$ cat src/rtl/mini_aes_key_schedule.sv
// Mini-AES round-key generator.
// Builds each round key one nibble per cycle in a working register and publishes it
// atomically on round_key when the round completes.
//
// Ports:
//   clk                 - rising-edge clock
//   nrst                - asynchronous active-low reset
//   key_in[15:0]        - cipher key (w0=[15:12] .. w3=[3:0])
//   load_key_init       - synchronous key load / round restart (beats the FSM)
//   load_key_generation - level request for the next round key, held until done
//   round_key[15:0]     - current round key (K0 after init, Ki after round i)
//   key_generation_done - registered, high while the FSM sits in DONE
//   final_round         - registered, high when round_num == ROUNDS
//   round_num[3:0]      - number of completed rounds (saturates at ROUNDS)
module mini_aes_key_schedule #(
  parameter int unsigned ROUNDS = 2
) (
  input  logic        clk,
  input  logic        nrst,
  input  logic [15:0] key_in,
  input  logic        load_key_init,
  input  logic        load_key_generation,
  output logic [15:0] round_key,
  output logic        key_generation_done,
  output logic        final_round,
  output logic [3:0]  round_num
);

  localparam logic [3:0] RoundsN = 4'(ROUNDS);

  typedef enum logic [2:0] {
    StIdle,
    StSub,
    StW0,
    StW1,
    StW2,
    StW3,
    StDone
  } state_e;

  state_e      state_q, state_d;
  logic [15:0] key_q, key_d;
  logic [15:0] work_q, work_d;
  logic [3:0]  t_q, t_d;
  logic [3:0]  rcon_q, rcon_d;
  logic [3:0]  rnum_q, rnum_d;
  logic        done_q;
  logic        final_q;

  function automatic logic [3:0] sbox(input logic [3:0] n);
    logic [3:0] s;
    s = 4'h0;
    unique case (n)
      4'h0: s = 4'hE;
      4'h1: s = 4'h4;
      4'h2: s = 4'hD;
      4'h3: s = 4'h1;
      4'h4: s = 4'h2;
      4'h5: s = 4'hF;
      4'h6: s = 4'hB;
      4'h7: s = 4'h8;
      4'h8: s = 4'h3;
      4'h9: s = 4'hA;
      4'hA: s = 4'h6;
      4'hB: s = 4'hC;
      4'hC: s = 4'h5;
      4'hD: s = 4'h9;
      4'hE: s = 4'h0;
      4'hF: s = 4'h7;
    endcase
    return s;
  endfunction

  // Multiply by x in GF(2^4) modulo x^4+x+1.
  function automatic logic [3:0] xtime(input logic [3:0] r);
    return {r[2:0], 1'b0} ^ (r[3] ? 4'h3 : 4'h0);
  endfunction

  always_comb begin
    state_d = state_q;
    key_d   = key_q;
    work_d  = work_q;
    t_d     = t_q;
    rcon_d  = rcon_q;
    rnum_d  = rnum_q;

    if (load_key_init) begin
      key_d   = key_in;
      work_d  = key_in;
      rnum_d  = 4'd0;
      rcon_d  = 4'd1;
      state_d = StIdle;
    end else begin
      unique case (state_q)
        StIdle: begin
          if (load_key_generation) begin
            // Saturated: just acknowledge, key and counter untouched.
            state_d = (rnum_q < RoundsN) ? StSub : StDone;
          end
        end
        StSub: begin
          t_d     = sbox(key_q[3:0]) ^ rcon_q;
          state_d = StW0;
        end
        StW0: begin
          work_d[15:12] = key_q[15:12] ^ t_q;
          state_d       = StW1;
        end
        StW1: begin
          work_d[11:8] = key_q[11:8] ^ work_q[15:12];
          state_d      = StW2;
        end
        StW2: begin
          work_d[7:4] = key_q[7:4] ^ work_q[11:8];
          state_d     = StW3;
        end
        StW3: begin
          // Last nibble goes straight to the published key so it updates in one step.
          work_d[3:0] = key_q[3:0] ^ work_q[7:4];
          key_d       = {work_q[15:4], key_q[3:0] ^ work_q[7:4]};
          rnum_d      = rnum_q + 4'd1;
          rcon_d      = xtime(rcon_q);
          state_d     = StDone;
        end
        StDone: begin
          if (!load_key_generation) begin
            state_d = StIdle;
          end
        end
        default: state_d = StIdle;
      endcase
    end
  end

  always_ff @(posedge clk or negedge nrst) begin
    if (!nrst) begin
      state_q <= StIdle;
      key_q   <= 16'h0000;
      work_q  <= 16'h0000;
      t_q     <= 4'h0;
      rcon_q  <= 4'h1;
      rnum_q  <= 4'd0;
      done_q  <= 1'b0;
      final_q <= 1'b0;
    end else begin
      state_q <= state_d;
      key_q   <= key_d;
      work_q  <= work_d;
      t_q     <= t_d;
      rcon_q  <= rcon_d;
      rnum_q  <= rnum_d;
      // Flags are registered from next-state values so they line up with the key update.
      done_q  <= (state_d == StDone);
      final_q <= (rnum_d == RoundsN);
    end
  end

  assign round_key           = key_q;
  assign key_generation_done = done_q;
  assign final_round         = final_q;
  assign round_num           = rnum_q;

endmodule

$ cat config.mk
export PLATFORM = sky130hd
export DESIGN_NAME = mini_aes_key_schedule
export DESIGN_NICKNAME = d
export VERILOG_FILES = /design/src/rtl/mini_aes_key_schedule.sv
export SDC_FILE = /design/constraint.sdc
export NUM_CORES = 1
export LEC_CHECK = 0
export BUFFER_PORTS_ARGS = -buffer_cell sky130_fd_sc_hd__buf_2
export CAP_MARGIN = 0
export CORE_UTILIZATION = 35
export CTS_BUF_LIST = sky130_fd_sc_hd__clkbuf_16
export DETAILED_ROUTE_END_ITERATION = 7
export PLACE_DENSITY_LB_ADDON = 0.05
export SYNTH_ARGS = -nofsm -noshare
export SYNTH_HDL_FRONTEND = slang
export SYNTH_SLANG_ARGS = --single-unit
$ cat constraint.sdc
create_clock -name clk -period 2.6 [get_ports clk]
set_clock_uncertainty 0.05 [all_clocks]
set_input_delay 0.52 -clock clk [delete_from_list [all_inputs] [get_ports clk]]
set_output_delay 0.52 -clock clk [all_outputs]
set_load 0.02 [all_outputs]
==> results.toml <==
[timing]
finalMaxSlewViolations = 0
finalCriticalPeriod_ns = 1.78
rsz0062_at_grt = "no"
worstMarginPinSlew_ns = 0.592
max-slew-margin-rel = 0.605
finalCritPeriodShare = 0.684
hold_violations = 0
setup_viol = 0
fmax_ghz = 0.563
tns_ns = 0

[global_routing]
grt-ovfl-total = 0
grt_pass1_wl_mm = 8.75
grt_max_degree = 46
grt_usage = 0.158
antenna_found_initial = 0
grt_pass1_vias = 1711

[placed_design]
port_buffers = 41
dp_hpwl_mm = 3.60
place_congestion = 0.696

[routing]
vias = 1802
met1_length_mm = 2.71
wl_mm = 5.21
wl_per_cell_um = 14.5
post-route-drc-count = 0
wl_met2_mm = 2.30
drt-pass1-iter-count = 6
route.met3.wl_um = 161
topRoutingLayerUsed = "met4"
routed_via_density = 5.02
ant_nets = 0
drt-initial-drc-count = 82

[clock_network]
cts-root-buf = "clkbuf_16"
cts_buffer_depth = 2
clk_latency_ns = 0.28
postCtsSetupBuffers = 0
clk_pin_slew_worst_paths_ns = 0.06
cts_resized = 0
htree_levels = 2
cts_hold_buf = 0
cts_buffers = 5
clkSinkCount = 45
tritoncts = "built"

[floorplan]
die_area_sq_um = 7170
die_w_um = 84.7
placementRows = 29
start_util = 0.371
ios = 42
core-area_sq_um = 6460
dieHeight_um = 84.7

[cells_and_area]
antenna_cells = 0
final_nets = 307
fin_util = 0.428
areaGrowthSynthToFinish_pct = 15.5
drive_gt1_frac = 0.216

[worst_setup_path]
r2r-end = "final_round"
crit_type = "flop to flop"
cp-start-kind = "flop"
ff2ff_path_depth = 5
worstPathMaxFanout = 16
cp.depth = 5
r2r_slack_ns = 0.82
max_stage_delay_ns = 0.59
slowest_stage = "dfrtp_1"
endpoint_kind = "flop"
required_ns = 2.74
path_delay_family = "simple AND/OR/NAND/NOR gates"
cp-endpoint = "final_round"
path_cells = "and3b_1 > buf_4 > nand4_1 > xor2_1 > nor4b_2"
reg2reg_from = "state_q[0]"
path_buf_inv = 1
cp.arrival_ns = 1.92
startpoint = "state_q[0]"

[power_and_ir_drop]
combPwrFrac = 0.212
powerDensity_nw_per_um2 = 702
clkPwrFrac = 0.320
peakVddDrop_mv = 0.288
switching_share = 0.311
p_int_mw = 1.34
cellLeakagePower_nw = 1.27
p_switching_mw = 0.604
p_seq_frac = 0.468

[synth]
synth_common_cells = "44 x dfrtp_1, 43 x nand2_1, 37 x o21ai_0"
synthCells = 245
synth_top_area_cell = "dfrtp_1"
synth-seq-area-share = 0.471
yosys-top-cells-area = "dfrtp_1 46%, o21ai_0 7.7%, xnor2_1 7.0%"
synth-edff-count = 0
ys_warn_count = 0
synth_most_common_cell = "dfrtp_1"
syn_nets = 271
ys_types = 39
async_flop_share = 1.00
yosysTopAreaCellShare = 0.460
syn_area_sq_um = 2390
syn_avg_cell_area_sq_um = 9.77
yosys_register_bits = 45
synthFlopType = "dfrtp_1"

[min_path]
hold_class = "input pin to asynchronous set/reset pin"

[status]
status = "complete, no violations"

[flow_run]
maxCapViolCount = 0
## flip-flops by register name, summed over array words and instances (netlist names)
| signal | cells |
|---|---|
| final_round | 1 |
| key_generation_done | 1 |
| rcon_q | 4 |
| round_key | 16 |
| round_num | 4 |
| state_q | 3 |
| t_q | 4 |
| work_q | 12 |
## how the worst min path moves through the flow
stage / depth (start not counted) / end / slack, ns
2_1_floorplan: 0 / final_round / 0.17
3_3_place_gp: 2 / rcon_q[0] / 0.46
3_5_place_dp: 2 / rcon_q[0] / 0.46
4_1_cts: 2 / round_num[2] / 0.31
5_1_grt: 2 / work_q[4] / 0.33
6_report: 2 / round_key[4] / 0.27
## worst register-to-register path: stages (launching register included)
cell and delay (ns):
dfrtp_1 0.59, and3b_1 0.22, buf_4 0.23, nand4_1 0.14, xor2_1 0.22, nor4b_2 0.24
## metal layers
layer | vias to the layer above | global-route usage
met3 | 5 | 0.0324
met4 | 0 | 0.0416
met2 | 29 | 0.232
met1 | 853 | 0.235
li1 | 915 | -
met5 | - | 0
## cells in the final DEF (no fill, tap or decap), drive strengths merged, types with 6 or more instances in the layout
cell type  instances
nor2              10
nand2             44
dfrtp             44
o21ai             42
a211oi             7
a21oi              9
mux2i              8
xnor2             19
ha                 6
buf               44
## cell type report
type / instances / area, sq um
flip-flops and latches: 45 / 1130
repair buffers: 44 / 228
clock inverters: 3 / 16.3
clock buffers: 5 / 125
fillers: 687 / 3690
multi-input cells: 182 / 1160
well taps: 77 / 96.3
inverters: 3 / 11.3
## power groups by stage
stage / combinational (mW) / sequential (mW) / clock [mW]
CTS: 0.419 / 0.912 / 0.637
finish: 0.411 / 0.909 / 0.622
detailed placement: 0.416 / 0.925 / 0
floorplan: 0.310 / 0.908 / 0
global placement: 0.415 / 0.926 / 0
global route: 0.469 / 0.929 / 0.668
## logic make-up (layout without fill, tap and decap cells)
kind of cell | Yosys count | in the layout | synth area share
mux | 8 | 8 | 0.0335
xor+xnor | 24 | 24 | 0.0878
simple gates | 75 | 75 | 0.161
compound gates | 69 | 69 | 0.171
buf+inv | 18 | 55 | 0.0444
flops | 45 | 45 | 0.471
fa+ha+maj | 6 | 6 | 0.0314
## metrics by stage
| step | setup slack (ns) | power, mW | hold slack [ns] | cell area [sq um] | std cells |
|---|---|---|---|---|---|
| 2_1_floorplan | 0.928 | 1.22 | 0.174 | 2390 | 245 |
| 3_3_place_gp | 0.753 | 1.34 | 0.459 | 2620 | 351 |
| 3_5_place_dp | 0.721 | 1.34 | 0.456 | 2620 | 351 |
| 4_1_cts | 0.817 | 1.97 | 0.307 | 2760 | 359 |
| 5_1_grt | 0.706 | 2.07 | 0.327 | 2760 | 359 |
| 6_report | 0.822 | 1.94 | 0.272 | 2760 | 359 |
(Power assumes the default switching activity.)
